$ cat src/rtl/cpu_pkg.sv
// Shared fetch-stage types: word/address widths, fetch FSM states and the
// queue entry layout (address + instruction word).
package cpu_pkg;

    localparam int WIDTH    = 32;
    localparam int ADDRSIZE = 12;

    typedef enum logic [1:0] {
        IDLE  = 2'd0,
        FETCH = 2'd1,
        HALT  = 2'd2
    } fetch_state_t;

    typedef struct packed {
        logic [ADDRSIZE-1:0] pc;
        logic [WIDTH-1:0]    data;
    } ins_entry_t;

endpackage

$ cat src/rtl/ins_fifo.sv
// DEPTH-entry instruction queue with synchronous clear; the head output holds
// the last presented entry while the queue is empty.
module ins_fifo
    import cpu_pkg::*;
#(
    parameter  int DEPTH = 4,
    localparam int PW    = $clog2(DEPTH),
    localparam int CW    = $clog2(DEPTH + 1)
) (
    input  logic          i_clk,
    input  logic          i_rst,
    input  logic          i_push,
    input  logic          i_pop,
    input  logic          i_clear,
    input  ins_entry_t    i_din,
    output ins_entry_t    o_head,
    output logic [CW-1:0] o_count
);

    ins_entry_t    r_mem [DEPTH];
    ins_entry_t    r_last;
    logic [PW-1:0] r_rd_ptr;
    logic [PW-1:0] r_wr_ptr;
    logic [CW-1:0] r_count;
    logic          w_empty;
    logic          w_pop;

    assign w_empty = (r_count == '0);
    assign w_pop   = i_pop & ~w_empty;
    assign o_head  = w_empty ? r_last : r_mem[r_rd_ptr];
    assign o_count = r_count;

    always_ff @(posedge i_clk) begin
        if (i_push && !i_clear) begin
            r_mem[r_wr_ptr] <= i_din;
        end
    end

    always_ff @(posedge i_clk or posedge i_rst) begin
        if (i_rst) begin
            r_last   <= '0;
            r_rd_ptr <= '0;
            r_wr_ptr <= '0;
            r_count  <= '0;
        end else begin
            if (!w_empty) begin
                r_last <= r_mem[r_rd_ptr];
            end
            if (i_clear) begin
                r_rd_ptr <= '0;
                r_wr_ptr <= '0;
                r_count  <= '0;
            end else begin
                if (i_push) begin
                    r_wr_ptr <= r_wr_ptr + PW'(1);
                end
                if (w_pop) begin
                    r_rd_ptr <= r_rd_ptr + PW'(1);
                end
                if (i_push && !w_pop) begin
                    r_count <= r_count + CW'(1);
                end else if (!i_push && w_pop) begin
                    r_count <= r_count - CW'(1);
                end
            end
        end
    end

`ifndef SYNTHESIS
    always_ff @(posedge i_clk) begin
        if (!i_rst) begin
            assert (!(i_push && !w_pop && !i_clear && r_count == CW'(DEPTH)))
                else $error("ins_fifo: push into full queue");
        end
    end
`endif

endmodule

$ cat src/rtl/inst_prefetch_queue.sv
// Instruction prefetch stage: walks the fetch PC ahead of the core, buffers
// fetched words in ins_fifo, and flushes on branch redirect.
//
// state | meaning
// IDLE  | first cycle after reset, no fetch
// FETCH | issuing sequential fetches while the queue has room
// HALT  | fetching stopped, queue drains to the core
module inst_prefetch_queue
    import cpu_pkg::*;
#(
    parameter  int DEPTH = 4,
    localparam int CW    = $clog2(DEPTH + 1)
) (
    input  logic                i_clk,
    input  logic                i_rst,
    output logic                o_imem_req,
    output logic [ADDRSIZE-1:0] o_imem_addr,
    input  logic [WIDTH-1:0]    i_imem_data,
    output logic                o_ins_valid,
    output logic [WIDTH-1:0]    o_ins_data,
    output logic [ADDRSIZE-1:0] o_ins_pc,
    input  logic                i_ins_ready,
    input  logic                i_redirect,
    input  logic [ADDRSIZE-1:0] i_redirect_addr,
    input  logic                i_halt,
    output logic [CW-1:0]       o_count
);

    fetch_state_t        r_state;
    logic [ADDRSIZE-1:0] r_pc;
    logic [ADDRSIZE-1:0] r_req_pc;
    logic                r_inflight;
    logic                w_req;
    logic                w_push;
    logic                w_pop;
    logic [CW:0]         w_occ;
    logic [CW-1:0]       w_count;
    ins_entry_t          w_din;
    ins_entry_t          w_head;

    // Occupancy includes the outstanding response so the queue can never overflow.
    assign w_occ  = {1'b0, w_count} + {{CW{1'b0}}, r_inflight};
    assign w_req  = (r_state == FETCH) & ~i_halt & ~i_redirect & (w_occ < (CW+1)'(DEPTH));
    assign w_push = r_inflight & ~i_redirect;
    assign w_pop  = o_ins_valid & i_ins_ready;
    assign w_din  = {r_req_pc, i_imem_data};

    always_ff @(posedge i_clk or posedge i_rst) begin
        if (i_rst) begin
            r_state    <= IDLE;
            r_pc       <= '0;
            r_req_pc   <= '0;
            r_inflight <= 1'b0;
        end else begin
            r_inflight <= w_req;
            case (r_state)
                IDLE:    r_state <= FETCH;
                FETCH:   if (i_halt) r_state <= HALT;
                HALT:    if (!i_halt) r_state <= FETCH;
                default: r_state <= IDLE;
            endcase
            if (i_redirect) begin
                r_pc <= i_redirect_addr;
            end else if (w_req) begin
                r_pc     <= r_pc + ADDRSIZE'(1);
                r_req_pc <= r_pc;
            end
        end
    end

    ins_fifo #(.DEPTH(DEPTH)) u_fifo (
        .i_clk   (i_clk),
        .i_rst   (i_rst),
        .i_push  (w_push),
        .i_pop   (w_pop),
        .i_clear (i_redirect),
        .i_din   (w_din),
        .o_head  (w_head),
        .o_count (w_count)
    );

    assign o_imem_req  = w_req;
    assign o_imem_addr = r_pc;
    assign o_ins_valid = (w_count != '0);
    assign o_ins_data  = w_head.data;
    assign o_ins_pc    = w_head.pc;
    assign o_count     = w_count;

endmodule

$ cat config.mk
export PLATFORM = sky130hd
export DESIGN_NAME = inst_prefetch_queue
export DESIGN_NICKNAME = d
export VERILOG_FILES = /design/src/rtl/cpu_pkg.sv /design/src/rtl/ins_fifo.sv /design/src/rtl/inst_prefetch_queue.sv
export SDC_FILE = /design/constraint.sdc
export NUM_CORES = 1
export LEC_CHECK = 0
export BUFFER_PORTS_ARGS = -buffer_cell sky130_fd_sc_hd__buf_4
export CAP_MARGIN = 25
export CORE_MARGIN = 5
export CORE_UTILIZATION = 30
export CTS_CLUSTER_DIAMETER = 100
export CTS_CLUSTER_SIZE = 24
export DETAILED_ROUTE_END_ITERATION = 12
export HOLD_SLACK_MARGIN = 0.08
export PLACE_DENSITY = 0.52
export SLEW_MARGIN = 0
export SYNTH_ARGS = -nofsm -noshare
export SYNTH_HDL_FRONTEND = slang
export SYNTH_SLANG_ARGS = --single-unit
export TNS_END_PERCENT = 5
$ cat constraint.sdc
create_clock -name i_clk -period 4.9 [get_ports i_clk]
set_clock_uncertainty 0.2 [all_clocks]
set_input_delay 0.245 -clock i_clk [delete_from_list [all_inputs] [get_ports i_clk]]
set_output_delay 0.245 -clock i_clk [all_outputs]
set_load 0.05 [all_outputs]
Word level (Yosys, flattened, before mapping)
Memories as Yosys holds them, arrays and structs flattened.
Index checks and enable logic that the tools add are counted.
{"block": "word_totals", "ff_bits": 78, "ramBits": 176, "in_bits": 49, "out_inout_bits": 61, "elab_cells": 60, "mem_count": 1}
{"memory": "u_fifo.r_mem", "depth": 4, "word_bits": 44, "read_ports": 1, "rd_clocked_by_memory_dff": 0, "wr": 1, "line_no": "ins_fifo.sv:20", "text": "ins_entry_t r_mem [DEPTH];"}
{"block": "classes", "n_addsub": 6, "magnitude_cmp": 1, "eq_ne": 4, "muxes": 15, "n_bitwise": 9, "reduce_logical": 15}
{"cell": "$mux 44", "n": 1}
{"cell": "$mux 12", "n": 2}
{"cell": "$add 12x1->12 const B", "n": 1}
{"cell": "$mux 2", "n": 6}
{"cell": "$mux 3", "n": 3}
{"cell": "$and 1x1->1", "n": 6}
{"cell": "$pmux 2 s3", "n": 1}
{"cell": "$reduce_bool 2->1", "n": 3}
{"cell": "$reduce_bool 3->1", "n": 2}
{"cell": "$add 2x1->2 const B", "n": 2}
{"cell": "$add 3x1->4", "n": 1}
{"cell": "$lt 4x3->1 const B", "n": 1}
{"cell": "$ne 2x2->1 const B", "n": 2}
{"cell": "$reduce_and 2->1", "n": 2}
{"cell": "$add 3x1->3 const B", "n": 1}
{"cell": "$logic_and 1x1->1", "n": 3}
{"cell": "$logic_not 1->1", "n": 3}
{"cell": "$logic_not 3->1", "n": 1}
{"cell": "$not 1->1", "n": 3}
{"cell": "$sub 3x1->3 const B", "n": 1}
{"cell": "$eq 2x1->1 const B", "n": 1}
{"cell": "$eq 2x2->1 const B", "n": 1}
{"cell": "$logic_not 2->1", "n": 1}
{"cell": "$mux 1", "n": 2}

Logic depth before layout (Yosys ltp)
Gate-level depths: netlist of run 1.
{"block": "depth", "depth_word": 7, "depth_mapped": 8, "mapped_depth_nobuf": 7}

Cells and area by module
A second synthesis of run 1 with hierarchy kept.
{"block": "hier_totals", "hier_cells": 496, "hier_area_um2": 10008.3}
{"mod": "ins_fifo", "instances": 1, "cells_each": 384, "area_each_um2": 8729.6, "seq_area_each_um2": 6561.3}
{"mod": "inst_prefetch_queue", "instances": 1, "cells_each": 112, "area_each_um2": 1278.7, "seq_area_each_um2": 675.6}

Worst setup path after synthesis of run 1
Ideal clock, no wire load.
{"block": "synth_timing", "path_type": "flip-flop to flip-flop", "start": "register u_fifo.r_count[2] (netlist: u_fifo.o_count[2])", "end": "register r_req_pc[3]", "setup_time_ps": 125, "arrival_time_ps": 2490, "required_ps": 4575, "path_slack_ps": 2085, "stages_incl_launch_ff": 7, "path_buffers": 2, "synth_period_minus_slack_ps": 2815, "cell_sequence": "dfrtp_1 > or4b_1 > buf_2 > or2_2 > nor2_1 > buf_4 > mux2_2"}
{"block": "synth_between", "elab_chain_cells": 4}
{"item": "start, declared", "line_no": "ins_fifo.sv:24", "text": "logic [CW-1:0] r_count;"}
{"item": "start signal, assigned", "line_no": "ins_fifo.sv:61", "text": "r_count <= r_count + CW'(1);"}
{"item": "start signal, assigned", "line_no": "ins_fifo.sv:63", "text": "r_count <= r_count - CW'(1);"}
{"item": "$add 3x1->4", "line_no": "inst_prefetch_queue.sv:42", "text": "assign w_occ = {1'b0, w_count} + {{CW{1'b0}}, r_inflight};"}
{"item": "$lt 4x3->1", "line_no": "inst_prefetch_queue.sv:43", "text": "assign w_req = (r_state == FETCH) & ~i_halt & ~i_redirect & (w_occ < (CW+1)'(DEPTH));"}
{"item": "$and 1x1->1", "line_no": "inst_prefetch_queue.sv:43"}
{"item": "named net o_imem_req", "line_no": "inst_prefetch_queue.sv:16", "text": "output logic o_imem_req,"}
{"item": "$reduce_and 2->1 (no source line)"}
{"item": "end signal, assigned", "line_no": "inst_prefetch_queue.sv:66", "text": "r_req_pc <= r_pc;"}
{"item": "end, declared", "line_no": "inst_prefetch_queue.sv:31", "text": "logic [ADDRSIZE-1:0] r_req_pc;"}
The timed path passes the listed nets, and every way through them passes these cells.
A chain may end at the register's enable or synchronous reset.

Worst setup path in the final report of run 1
{"block": "layout_timing", "start": "register u_fifo.r_count[2] (netlist: u_fifo.o_count[2])", "end": "output o_ins_data[1]"}
{"block": "layout_between", "elab_chain_cells": 2}
{"item": "$logic_not 3->1", "line_no": "ins_fifo.sv:28", "text": "assign w_empty = (r_count == '0);"}
{"item": "$mux 44"}
{"item": "end, declared", "line_no": "inst_prefetch_queue.sv:20", "text": "output logic [WIDTH-1:0] o_ins_data,"}
Every way passes these cells.

==> results of run 1 <==
tightest hold or removal path, cell delays in order:
cell and delay [ps]:
dlygate4sd3_1 540, buf_4 140, inv_4 560
layer usage:
metal	track usage, %	part of all wire (%)
met5	0	0
met4	2.11	1.3
met3	2.61	5.6
met2	18.8	49
met1	14.9	44
power groups by stage:
stage	clock, mW	sequential, mW	combinational [mW]
finish	1.24	2.90	3.20
global route	1.39	2.96	3.38
CTS	1.30	2.96	3.20
detailed placement	0	3.01	3.13
global placement	0	2.99	3.11
floorplan	0	2.92	2.27
worst paths after layout:
| check | to | slack (ps) |
|---|---|---|
| max in group asynchronous | u_fifo.r_rd_ptr[0]$_DFFE_PP0P_ | 3310 |
| hold / removal | u_fifo.r_last[14]$_DFF_PP0_ | 280 |
| setup / recovery | o_ins_data[1] | 1700 |
| setup reg to reg | o_imem_addr[9]$_DFFE_PP0P_ | 1770 |
| hold reg to reg | u_fifo.r_last[28]$_DFF_PP0_ | 300 |
| min in group i_clk | r_state[0]$_DFFE_PP0P_ | 290 |
cell usage after synthesis (2+ instances only):
cell type,instances
nor4_1,6
nand2_1,14
inv_1,5
o31a_1,4
buf_2,2
mux4_2,44
nand2b_1,2
xnor2_1,8
ha_1,5
dfrtp_1,78
xor2_1,4
nand3_1,6
clkbuf_1,13
mux2i_1,4
nor2_1,8
nand4_1,2
edfxtp_1,176
mux2_2,56
nor2b_1,3
and2_1,7
buf_1,6
o21ai_0,9
nor3_1,3
timing repair:
action / in CTS / in global routing
gates resized for setup: 0 / 0
setup buffers: 0 / 0
hold endpoints to repair: 204 / 0
hold buffers: 71 / 0
final cells by class:
type                            instances  area, µm²  share of cell area [%]
Clock buffer                           23        405                    3.35
Clock inverter                          1       11.3                  0.0929
Inverter                                5       21.3                   0.176
Multi-Input combinational cell        204       2330                    19.2
Sequential cell                       254       7240                    59.8
Tap cell                              402        503                    4.15
Timing Repair Buffer                  189       1610                    13.3
cells by family (layout without fill, tap and decap cells):
| kind of cell | Yosys count | after routing | synth area share [%] |
|---|---|---|---|
| buf+inv | 28 | 218 | 1.16 |
| xor+xnor | 12 | 12 | 1.09 |
| fa+ha+maj | 6 | 6 | 0.854 |
| simple gates | 61 | 61 | 3.40 |
| mux | 104 | 104 | 17.2 |
| flops | 254 | 254 | 74.8 |
| compound gates | 21 | 21 | 1.47 |
registers in the layout, indices dropped and copies added (netlist names):
| name | flops |
|---|---|
| u_fifo.r_mem | 176 |
| u_fifo.r_last | 44 |
| o_imem_addr | 12 |
| r_req_pc | 12 |
| u_fifo.o_count | 3 |
| r_state | 2 |
| u_fifo.r_rd_ptr | 2 |
| u_fifo.r_wr_ptr | 2 |
| r_inflight | 1 |
metrics by stage:
step | cell area, µm² | utilization, % | total power [mW] | hold WS [ps] | std cells
after floorplan | 9670 | - | 5.19 | 131 | 486
after detailed placement | 11000 | 34.6 | 6.14 | 241 | 982
final | 12100 | 38.2 | 7.35 | 280 | 1078
after global routing | 12100 | 38.2 | 7.73 | 278 | 1078
after CTS | 12100 | 38.1 | 7.46 | 266 | 1077
after global placement | 11000 | 34.6 | 6.09 | 245 | 981
==> flow_metrics.tcl, run 1 <==
set metrics [dict create \
    std_cell_rows 65 \
    cts.clk_slew.worst_paths_ps 100 \
    first_pass_iters 5 \
    grt_remaining_overflow 0 \
    fmax_ghz 0.312 \
    drive_gt1_share_pct 36.1 \
    swShare_pct 39.7 \
    holdCritPathClass "input port to async pin" \
    io_pins 110 \
    grt_max_degree 57 \
    crit_cells 4 \
    grt_pass1_vias 5559 \
    n_antenna_cell 0 \
    drt_iter0_drc 209 \
    period_share_pct 65.3 \
    synth-async-reset-ratio_pct 30.7 \
    clockRootBuffer "clkbuf_16" \
    crit_path_start_kind "flop" \
    finalSetupViolCount 0 \
    dp_hpwl_um 12100 \
    syn_inst 486 \
    critPathArrivalTime_ps 2760 \
    clk_path_buf_depth 3 \
    cts_tree "built" \
    vias 5034 \
    crit_chain "or3_2, buf_4, mux2_2, buf_4" \
    slew_violations 0 \
    crit_path_max_fanout 28 \
    p_int_mw 4.43 \
    start_util_pct 30.5 \
    status "completed" \
    drcViolationCount 0 \
    power_frac_seq_pct 39.5 \
    power.ir.vdd_worst_mv 0.341 \
    pre_cts_slack_ps 2140 \
    coreArea_um2 31700 \
    wl_per_cell_um 18.6 \
    clock_latency_ps 480 \
    cts_sinks 254 \
    worstReg2RegStart "u_fifo.o_count[2]$_DFFE_PP0P_" \
    drv_cap 0 \
    crit_type "flop to output pin" \
    path_delay_family "buffers and inverters" \
    p_leak_nw 4.28 \
    cts_buffers 14 \
    comb_power_share_pct 43.5 \
    worst-path-buf-inv 2 \
    yosysWarnings 0 \
    h-tree-depth 1 \
    tns_ps 0 \
    seq_area_frac_synth_pct 74.8 \
    fin_ws_ps 1700 \
    power_density_nw_per_um2 606 \
    clkPwrFrac_pct 16.9 \
    final_common_cell "edfxtp_1" \
    synth_top_area_share_pct 54.7 \
    hold_viol_final 0 \
    gp_congestion 0.785 \
    wl_um 20000 \
    io_buffers 109 \
    avgSynthCellArea_um2 19.9 \
    fin_crit_ps 3200 \
    grtUsageTotal_pct 11.1 \
    fill_cells 2912 \
    p_switching_mw 2.92 \
    synthDistinctLibCells 44 \
    cp.required_ps 4450 \
    syn_to_final_growth_pct 25.3 \
    rr_worst_depth 5 \
    nNetsFinal 723 \
    drtAntennaViolNets 0 \
    die_h_um 190 \
    worstSetupStartpoint "u_fifo.o_count[2]$_DFFE_PP0P_" \
    grt_antenna_before_repair 0 \
    crit_slowest_cell "or3_2" \
    syn_nets 541 \
    crit_path_frequent_cell "buf_4" \
    synth_edf_count 176 \
    rsz0062_at_grt "no" \
    synth_area_leaders "edfxtp_1 55%, dfrtp_1 20%, mux4_2 10%, mux2_2 6.5%, xnor2_1 0.72%" \
    crit_path_end_kind "output pin" \
    ys_seq_elements 254 \
    die_area_um2 35900 \
    worst_path_largest_cell_delay_ps 620 \
    final_cell_mix "176 x edfxtp_1, 117 x buf_4, 76 x dfrtp_1, 71 x dlygate4sd3_1, 56 x mux2_2" \
    netlist_area_um2 9670 \
    yosys.area.top_type "edfxtp_1" \
    fp.dieW_um 190 \
    slew_headroom_pct 46.6 \
    viasPerCell 4.67 \
    synth_ff_type "edfxtp_1" \
    tightest_slew_ps 800 \
    grt_pass1_wl_um 31700 \
]
Note: power is estimated with default switching activity, not from simulation.
==> run 2: changes to the inputs <==
Clock period 4.9 ns to 3.3 ns, I/O delays scaled along.
==> run 2 against run 1 <==
  * Clock-buffer cell count down 4
  * Wire length up 2.0%
  * Global-route usage up 0.31 points
  * Combinational power up 51%
  * Non-clock buffer count up 5
  * Critical path depth up 1
  * Setup slack worse by 1600 ps
  * Largest power group unchanged
  * Highest routed layer unchanged
==> flow_metrics.tcl, run 2 (synthesis results as in run 1) <==
set metrics [dict create \
    tightest_slew_ps 851 \
    h-tree-depth 1 \
    clkPwrFrac_pct 16.4 \
    dp_hpwl_um 12300 \
    period_share_pct 96.0 \
    wl_um 20400 \
    cts_tree "built" \
    crit_slowest_cell "or4b_1" \
    fp.dieW_um 190 \
    final_common_cell "edfxtp_1" \
    syn_to_final_growth_pct 26.1 \
    cts.clk_slew.worst_paths_ps 90 \
    coreArea_um2 31700 \
    cts_resized 0 \
    comb_power_share_pct 44.3 \
    clock_latency_ps 500 \
    status "completed" \
    n_antenna_cell 0 \
    grtUsageTotal_pct 11.4 \
    crit_path_end_kind "flop" \
    grt_antenna_before_repair 0 \
    p_int_mw 6.55 \
    tns_ps 0 \
    p_switching_mw 4.33 \
    worstSetupStartpoint "u_fifo.o_count[2]$_DFFE_PP0P_" \
    fin_crit_ps 3170 \
    std_cell_rows 65 \
    wl_per_cell_um 18.9 \
    worst_path_largest_cell_delay_ps 710 \
    die_area_um2 35900 \
    crit_chain "or4b_1, or3_1, o31a_1, o31a_1, dlygate4sd3_1" \
    crit_type "flop to flop" \
    power_density_nw_per_um2 892 \
    nNetsFinal 728 \
    first_pass_iters 4 \
    top_regs "u_fifo.r_mem (176), u_fifo.r_last (44)" \
    grt_remaining_overflow 0 \
    fill_cells 2927 \
    largest_reg_flops 176 \
    worstReg2RegStart "u_fifo.o_count[2]$_DFFE_PP0P_" \
    power_frac_seq_pct 39.3 \
    hold_viol_final 0 \
    final_cell_mix "176 x edfxtp_1, 116 x buf_4, 76 x dfrtp_1, 73 x dlygate4sd3_1, 56 x mux2_2" \
    power.ir.vdd_worst_mv 0.445 \
    top_register "u_fifo.r_mem" \
    io_pins 110 \
    drtAntennaViolNets 0 \
    fin_ws_ps 132 \
    grt_pass1_vias 5645 \
    start_util_pct 30.5 \
    fin_total_pwr_mw 10.9 \
    vias 5049 \
    gp_congestion 0.762 \
    drcViolationCount 0 \
    p_leak_nw 4.30 \
    pre_cts_slack_ps 723 \
    clk_path_buf_depth 3 \
    path_delay_family "simple AND/OR/NAND/NOR gates" \
    cp.required_ps 3490 \
    cts_buffers 14 \
    final_core_util_pct 38.4 \
    grt_max_degree 62 \
    min_from "i_halt" \
    drive_gt1_share_pct 36.5 \
    rsz0062_at_grt "no" \
    slew_violations 0 \
    finalSetupViolCount 0 \
    critPathArrivalTime_ps 3360 \
    swShare_pct 39.8 \
    fmax_ghz 0.316 \
    grt_pass1_wl_um 32400 \
    worst-path-buf-inv 1 \
    crit_path_frequent_cell "o31a_1" \
    crit_path_max_fanout 9 \
    worst_hold_slack_ps 191 \
    die_h_um 190 \
    crit_path_start_kind "flop" \
    drv_cap 0 \
    clockRootBuffer "clkbuf_16" \
    io_buffers 109 \
    holdCritPathClass "input port to flop" \
    cts_sinks 254 \
    slew_headroom_pct 43.3 \
    drt_iter0_drc 254 \
    viasPerCell 4.67 \
]
-- run 2: cell count changes in the layout (fill, tap and decap cells not counted), sizes merged --
| cell | previous run | this run |
|---|---|---|
| clkbuf | 23 | 19 |
| buf | 118 | 121 |
| clkinvlp | 0 | 2 |
| dlygate4sd3 | 71 | 73 |
| clkinv | 0 | 1 |
| inv | 6 | 5 |
-- run 2: area by class of cell --
cell class / instances / area [µm²] / area share, %
clock buffers: 19 / 369 / 3.03
clock inverters: 3 / 31.3 / 0.257
repair buffers: 194 / 1700 / 14.0
multi-input cells: 204 / 2330 / 19.1
flip-flops and latches: 254 / 7240 / 59.4
inverters: 5 / 21.3 / 0.174
well taps: 402 / 503 / 4.12
-- run 2: path summary, 6_finish.rpt --
check                                              endpoint  slack [ps]  cells after the start
max in group asynchronous        u_fifo.r_last[9]$_DFF_PP0_        1870                      4
worst min register to register  u_fifo.r_last[15]$_DFF_PP0_         300                      1
min in group asynchronous       u_fifo.r_last[17]$_DFF_PP0_         200                      3
worst max-delay path             o_imem_addr[9]$_DFFE_PP0P_         130                      5
worst max register to register   o_imem_addr[9]$_DFFE_PP0P_         130                      5
worst min-delay path                 r_state[0]$_DFFE_PP0P_         190                      3
-- run 2: through the flow --
stage,area (µm²),instances
3_5_place_dp,11100,986
6_report,12200,1081
2_1_floorplan,9670,486
5_1_grt,12200,1081
3_3_place_gp,11100,986
4_1_cts,12200,1081
-- run 2: worst register-to-register path: cells and delay by family, from the launching register on --
| kind | cells | cell delay (ps) |
|---|---|---|
| flip-flops | 1 | 480 |
| AO/OA/AOI/OAI | 2 | 620 |
| AND/OR/NAND/NOR | 2 | 1210 |
| buffers and inverters | 1 | 550 |
-- run 2: metal layers --
layer | vias to the layer above | wire [µm] | GRT usage (%)
li1 | 2283 | - | -
met1 | 2641 | 8610 | 14.3
met2 | 101 | 10500 | 20.6
met3 | 24 | 905 | 2.40
met4 | 0 | 408 | 2.23
met5 | - | 0 | 0
-- run 2: power groups by stage --
stage | clock network, mW | registers, mW | logic [mW]
after floorplan | 0 | 4.33 | 3.37
after global placement | 0 | 4.32 | 4.77
after detailed placement | 0 | 4.36 | 4.82
after CTS | 1.88 | 4.29 | 4.92
after global routing | 1.99 | 4.35 | 5.12
final | 1.79 | 4.27 | 4.82
-- run 2: what timing repair did --
| action | CTS | global route |
|---|---|---|
| setup buffers | 0 | 0 |
| endpoints found under the hold margin | 209 | 0 |
| hold buffers | 73 | 0 |
==> run 3: changes to the inputs <==
Settings changed: BUFFER_PORTS_ARGS -buffer_cell sky130_fd_sc_hd__buf_4 to -buffer_cell sky130_fd_sc_hd__buf_2.
==> run 3 against run 2 <==
  * Clock power up 3%
  * Worst hold slack better by 44 ps
  * Largest power group unchanged
  * Critical path depth unchanged
==> flow_metrics.tcl, run 3 (synthesis results as in run 1) <==
set metrics [dict create \
    hold_viol_final 0 \
    final_cell_mix "176 x edfxtp_1, 109 x buf_2, 76 x dfrtp_1, 67 x dlygate4sd3_1, 56 x mux2_2" \
    die_area_um2 35900 \
    crit_chain "or3_2, buf_16, buf_4, mux2_2, buf_2" \
    fmax_ghz 0.324 \
    fin_crit_ps 3080 \
    power.ir.vdd_worst_mv 0.516 \
    finalSetupViolCount 0 \
    clock_latency_ps 480 \
    grt_pass1_vias 5527 \
    crit_slowest_cell "or3_2" \
    drcViolationCount 0 \
    fin_ws_ps 216 \
    h-tree-depth 1 \
    power_frac_seq_pct 39.9 \
    swShare_pct 40.6 \
    grt_remaining_overflow 0 \
    cts_resized 0 \
    fill_cells 2939 \
    std_cell_rows 65 \
    drv_cap 0 \
    crit_type "flop to output pin" \
    rsz0062_at_grt "no" \
    top_regs "u_fifo.r_mem (176), u_fifo.r_last (44)" \
    n_antenna_cell 0 \
    first_pass_iters 6 \
    path_delay_family "simple AND/OR/NAND/NOR gates" \
    worst_path_largest_cell_delay_ps 800 \
    regArea_um2 7240 \
    start_util_pct 30.5 \
    crit_path_end_kind "output pin" \
    io_buffers 109 \
    slew_violations 0 \
    viasPerCell 4.66 \
    cts.clk_slew.worst_paths_ps 90 \
    holdCritPathClass "input port to flop" \
    comb_power_share_pct 42.8 \
    clk_path_buf_depth 3 \
    syn_to_final_growth_pct 23.4 \
    cts_sinks 254 \
    fin_area_um2 11900 \
    fin_total_pwr_mw 10.7 \
    drive_gt1_share_pct 36.9 \
    clkPwrFrac_pct 17.3 \
    worst-path-buf-inv 3 \
    cts_buffers 14 \
    io_pins 110 \
    nNetsFinal 724 \
    drtAntennaViolNets 0 \
    p_int_mw 6.33 \
    slew_headroom_pct 56.0 \
    largest_reg_flops 176 \
    grt_max_degree 67 \
    pre_cts_slack_ps 513 \
    tightest_slew_ps 660 \
    drt_iter0_drc 279 \
    cts_tree "built" \
    wl_per_cell_um 18.9 \
    placed_area_um2 10800 \
    grt_antenna_before_repair 0 \
    power_density_nw_per_um2 894 \
    final_common_cell "edfxtp_1" \
    multi_input_area_um2 2330 \
    period_share_pct 93.5 \
    critPathArrivalTime_ps 2720 \
    wl_um 20400 \
    dp_hpwl_um 12700 \
    clockRootBuffer "clkbuf_16" \
    p_switching_mw 4.33 \
    grt_pass1_wl_um 32100 \
    grtUsageTotal_pct 11.4 \
    p_leak_nw 4.23 \
    tns_ps 0 \
    status "completed" \
    die_h_um 190 \
    gp_congestion 0.747 \
    coreArea_um2 31700 \
    fp.dieW_um 190 \
    crit_path_max_fanout 19 \
    crit_path_start_kind "flop" \
    top_register "u_fifo.r_mem" \
    vias 5027 \
    cp.required_ps 2930 \
]
[run 3: cell types whose count changed in the layout (fill, tap and decap cells not counted), sizes merged]
| cell | change |
|---|---|
| dlygate4sd3 | -6 |
| clkbuf | +3 |
| buf | +2 |
| clkinvlp | -2 |
| inv | +1 |
[run 3: per-stage QoR]
stage / hold WS, ps / util, % / cells
CTS: 211 / 37.5 / 1077
finish: 234 / 37.6 / 1079
global placement: 177 / 34.1 / 986
floorplan: 50.8 / - / 486
detailed placement: 187 / 34.1 / 987
global route: 224 / 37.6 / 1079
[run 3: worst paths after layout]
kind                                                from                          end  slack, ps  cells after the start
setup / recovery           u_fifo.o_count[1]$_DFFE_PP0P_               o_ins_data[23]        220                      5
hold / removal                                    i_halt       r_state[0]$_DFFE_PP0P_        230                      3
setup reg to reg           u_fifo.o_count[2]$_DFFE_PP0P_      r_req_pc[4]$_DFFE_PP0P_        500                      5
hold reg to reg              u_fifo.r_last[10]$_DFF_PP0_  u_fifo.r_last[10]$_DFF_PP0_        300                      1
max in group asynchronous                          i_rst  u_fifo.r_last[29]$_DFF_PP0_       1440                      6
min in group asynchronous                          i_rst  u_fifo.r_last[14]$_DFF_PP0_        590                      4
[run 3: layout make-up]
cell class,instances,share of cell area (%)
flip-flops and latches,254,60.7
multi-input cells,204,19.5
clock buffers,22,3.36
inverters,5,0.178
well taps,402,4.21
repair buffers,190,12.0
clock inverters,2,0.115
[run 3: worst min-delay path, stage by stage]
cell and delay, ps:
dlygate4sd3_1 520, buf_2 130, a21oi_1 70
[run 3: power groups by stage]
| stage | registers [mW] | logic, mW | clock network (mW) |
|---|---|---|---|
| 3_3_place_gp | 4.30 | 4.46 | 0 |
| 4_1_cts | 4.27 | 4.66 | 1.92 |
| 6_report | 4.26 | 4.57 | 1.84 |
| 3_5_place_dp | 4.34 | 4.57 | 0 |
| 2_1_floorplan | 4.33 | 3.37 | 0 |
| 5_1_grt | 4.33 | 4.84 | 2.05 |
[run 3: per-layer routing]
layer	vias up	wire length, µm	GRT usage, %
met5	-	0	0
met4	0	255	2.09
met3	22	936	2.04
met2	125	10100	19.1
met1	2622	9160	15.8
li1	2258	-	-
[run 3: timing repair]
| item | CTS | global route |
|---|---|---|
| hold endpoints to repair | 214 | 7 |
| buffers inserted | 0 | 0 |
| hold buffers | 66 | 1 |
